<file path="src/rtl/cache_mem_arbiter_pkg.sv">
// cache_mem_arbiter_pkg: shared state and grant types for the cache-to-memory arbiter
package arb_types;
  typedef enum logic [1:0] {IDLE, SERVE_I, SERVE_D} arb_state_t;
  typedef enum logic {GRANT_I, GRANT_D} grant_t;
endpackage

</file>
<file path="src/rtl/twomux.sv">
// twomux: two-input mux; select picks in1 when high
module twomux #(
  parameter int width = 1
) (
  input  logic             select,
  input  logic [width-1:0] in0,
  input  logic [width-1:0] in1,
  output logic [width-1:0] out
);
  assign out = select ? in1 : in0;
endmodule

</file>
<file path="src/rtl/cache_mem_arbiter.sv">
// cache_mem_arbiter: shares one pmem port between I-cache and D-cache
// ARB_ROUND_ROBIN_EN selects round-robin tie-break; default gives D fixed priority
module cache_mem_arbiter
  import arb_types::*;
#(
  parameter int addr_width = 32,
  parameter int line_width = 256
) (
  input  logic                  clk,
  input  logic                  rst,
  input  logic                  i_read,
  input  logic [addr_width-1:0] i_address,
  output logic                  i_resp,
  output logic [line_width-1:0] i_rdata,
  input  logic                  d_read,
  input  logic                  d_write,
  input  logic [addr_width-1:0] d_address,
  input  logic [line_width-1:0] d_wdata,
  output logic                  d_resp,
  output logic [line_width-1:0] d_rdata,
  output logic                  pmem_read,
  output logic                  pmem_write,
  output logic [addr_width-1:0] pmem_address,
  output logic [line_width-1:0] pmem_wdata,
  input  logic                  pmem_resp,
  input  logic [line_width-1:0] pmem_rdata
);
  arb_state_t state, next_state;
  logic i_pend, d_pend, pick_d, sel_d;
  assign i_pend = i_read;
  assign d_pend = d_read | d_write;
  assign sel_d  = state == SERVE_D;
`ifdef ARB_ROUND_ROBIN_EN
  grant_t last_grant;
  always_ff @(posedge clk) begin
    if (rst) last_grant <= GRANT_D;
    else if (state == IDLE && next_state != IDLE) last_grant <= next_state == SERVE_D ? GRANT_D : GRANT_I;
  end
  // on a tie, D wins only if I was granted last
  assign pick_d = d_pend && (!i_pend || last_grant == GRANT_I);
`else
  assign pick_d = d_pend;
`endif
  always_ff @(posedge clk) begin
    if (rst) state <= IDLE;
    else state <= next_state;
  end
  always_comb begin
    next_state = state;
    if (state == IDLE) next_state = pick_d ? SERVE_D : i_pend ? SERVE_I : IDLE;
    else if (pmem_resp) next_state = IDLE;
  end
  always_comb begin
    pmem_read  = state == SERVE_I || (sel_d && d_read && !d_write);
    pmem_write = sel_d && d_write;
    i_resp     = state == SERVE_I && pmem_resp;
    d_resp     = sel_d && pmem_resp;
  end
  assign i_rdata = pmem_rdata;
  assign d_rdata = pmem_rdata;
  twomux #(.width(addr_width)) u_addr_mux (
    .select(sel_d), .in0(i_address), .in1(d_address), .out(pmem_address)
  );
  twomux #(.width(line_width)) u_wdata_mux (
    .select(sel_d), .in0('0), .in1(d_wdata), .out(pmem_wdata)
  );
  assert property (@(posedge clk) disable iff (rst) !(d_read && d_write));
endmodule

</file>
<file path="config.mk">
export PLATFORM = sky130hd
export DESIGN_NAME = cache_mem_arbiter
export DESIGN_NICKNAME = d
export VERILOG_FILES = /design/src/rtl/cache_mem_arbiter_pkg.sv /design/src/rtl/twomux.sv /design/src/rtl/cache_mem_arbiter.sv
export SDC_FILE = /design/constraint.sdc
export NUM_CORES = 1
export LEC_CHECK = 0
export BUFFER_PORTS_ARGS = -buffer_cell sky130_fd_sc_hd__buf_4
export CORE_AREA = 2 2 535 537
export DETAILED_ROUTE_END_ITERATION = 16
export DIE_AREA = 0 0 537 539
export GPL_TIMING_DRIVEN = 0
export HOLD_SLACK_MARGIN = 0.12
export PLACE_DENSITY = 0.3
export SETUP_SLACK_MARGIN = 0.5
export SLEW_MARGIN = 10
export SYNTH_ARGS = -nofsm -noshare
export SYNTH_HDL_FRONTEND = slang
export SYNTH_SLANG_ARGS = --single-unit
</file>
<file path="constraint.sdc">
create_clock -name clk -period 1.25 [get_ports clk]
set_input_delay 0.125 -clock clk [delete_from_list [all_inputs] [get_ports clk]]
set_output_delay 0.125 -clock clk [all_outputs]
set_load 0.03 [all_outputs]
</file>
==> impl_metrics.tcl <==
set metrics [dict create \
    reg_top3 "state: 2 flops" \
    die_h_um 539 \
    fin_crit_ps 1970 \
    critPathCapture "pmem_wdata[33]" \
    power_leakage_uw 0.0103 \
    crit_start "state[1]" \
    fmax_ghz 0.508 \
    routabilityCongestion 1.04 \
    antenna_left 0 \
    viasPerCell 1.82 \
    ys_seq_area_share_pct 0.647 \
    finalNetCount 2603 \
    required_ps 1120 \
    fin_ws_ps -719 \
    yosysUniqueCellTypes 20 \
    final_cell_mix "buf_4, and2_4, buf_6, buf_8, buf_12" \
    drv_slew 0 \
    die_w_um 537 \
    synth_top_area_share_pct 62.1 \
    netlist_instances 848 \
    grt_pass1_vias 10730 \
    clockRootBuffer "clkbuf_16" \
    power_uw 12900 \
    skew_ps 0.0842 \
    htree_num_levels 1 \
    status "finished, violations left" \
    core_um2 284000 \
    max_cap_violations 0 \
    tns_ps -167220 \
    cts_tree "done" \
    cp_data_arrival_time_ps 1840 \
    grt_first_pass_wirelength_mm 181 \
    top_register "state" \
    netlist.top_cell.by_area "buf_4" \
    hpwl_mm 152 \
    drt_iter0_drc 534 \
    clock_latency_ps 220 \
    rsz0062_at_grt "yes" \
    wl_per_cell_um 27.4 \
    io_pins 1386 \
    pre_cts_ws_ps -849 \
    mostFrequentLayoutCell "buf_4" \
    grt.overflow.total 0 \
    ys_ff_latch 2 \
    r2r_start "state[1]" \
    tightest_slew_ps 250 \
    antenna_found_initial 106 \
    clockBufferDepth 2 \
    reg2reg_slack_ps 370 \
    dr.pass1.iters 4 \
    crit_type "flip-flop to output pin" \
    area_delta_synth_final_pct 259 \
    reg2reg_depth 4 \
    crit_fanout 10 \
    hold_viol 0 \
    largest_reg_flops 2 \
    ys_warn_count 0 \
    place_inst 5739 \
    vdd_ir_drop_max_uv 356 \
    grt.total_usage_pct 10.4 \
    synth_area_um2 6190 \
    max-slew-margin-rel_pct 83.5 \
    initial_utilization_pct 2.18 \
    port_buffers 1129 \
    setup_viol 291 \
    violations "negative setup slack" \
    powerDensity_nw_per_um2 579 \
    grt_max_degree 11 \
    drive_gt1_share_pct 99.6 \
    syn_avg_cell_area_um2 7.30 \
    drt-total-wl_mm 159 \
    startpoint_type "flip-flop" \
    fin_util_pct 7.82 \
    dieArea_um2 289000 \
    synthTopCellsByArea "buf_4, and2_1, mux2_2" \
    clkTransAtPathRegs_ps 30 \
    cts_num_sinks 2 \
    reg2reg_to "state[0]" \
    hold_class "primary input to flip-flop" \
    drc 0 \
    critPathCaptureType "output pin" \
    numCtsBuffers 3 \
    min_period_over_period_pct 157 \
    num_vias 10602 \
    row_count 196 \
    synth_nets 1430 \
    final_cells 5815 \
]
timing repair:
action,in CTS,in global routing
cloned,13,2
pin swaps,19,21
setup buffers,15,9
gates resized for setup,316,136
endpoints found under the setup margin,293,294
endpoints found under the hold margin,2,1
worst max-delay path, cell delays in order (launching register included):
cell and delay (ps):
dfxtp_4 330, nor2b_4 130, buf_12 120, buf_16 160, buf_4 180, buf_4 150
buf_4 150, and2_2 200, buf_4 170
synthesized netlist by cell type:
cell type,count
nand2_1,1
nor3b_1,1
a21oi_1,1
mux2_2,32
inv_1,1
clkbuf_2,10
buf_4,512
nor2_1,1
o21ai_0,1
nand3b_1,2
dfxtp_1,2
buf_8,1
o32ai_1,1
nor2b_4,1
and2_1,258
nand2b_1,1
buf_6,14
or2_2,1
clkbuf_1,6
buf_2,1
power by group:
group	internal, µW	switching (µW)	leakage (µW)
clock	408	79.6	0.0000372
combinational	5460	6840	0.0102
sequential	69.3	3.18	0.0000175
metrics by stage:
step | area [µm²] | hold slack [ps]
2_1_floorplan | 6830 | 187
3_3_place_gp | 20000 | 299
3_5_place_dp | 20000 | 309
4_1_cts | 21600 | 75.1
5_1_grt | 22200 | 87.1
6_report | 22200 | 77.2
logic make-up after synthesis:
kind of cell           synth area share (%)
buffers and inverters                  66.2
AND/OR/NAND/NOR                        27.0
multiplexers                           5.82
AO/OA/AOI/OAI                         0.303
flip-flops                            0.647
worst min-delay path by stage:
stage,startpoint,endpoint,slack [ps],cells past startpoint
3_5_place_dp,rst,state[1],310,2
2_1_floorplan,rst,state[1],190,1
3_3_place_gp,rst,state[1],300,2
5_1_grt,rst,state[1],90,2
4_1_cts,rst,state[1],80,2
6_report,rst,state[1],80,2
cell type report:
| cell class | count | area (µm²) |
|---|---|---|
| plain buffers | 544 | 4400 |
| clock buffers | 3 | 75.1 |
| multi-input cells | 301 | 2790 |
| diodes | 34 | 85.1 |
| fillers | 33462 | 262000 |
| well taps | 3762 | 4710 |
| inverters | 1 | 3.75 |
| flip-flops and latches | 2 | 45.0 |
| repair buffers | 1168 | 10100 |
per-layer routing:
| layer | share of wire (%) | vias up | routed length [µm] | GRT usage, % |
|---|---|---|---|---|
| met4 | 2.2 | 56 | 3540 | 1.66 |
| met1 | 38 | 4790 | 60200 | 11.4 |
| met2 | 46 | 1116 | 72600 | 17.3 |
| met3 | 14 | 200 | 22500 | 6.34 |
| li1 | - | 4440 | - | - |
| met5 | 0.26 | - | 410 | 0 |
No activity file was read; power rests on OpenSTA's default activity.
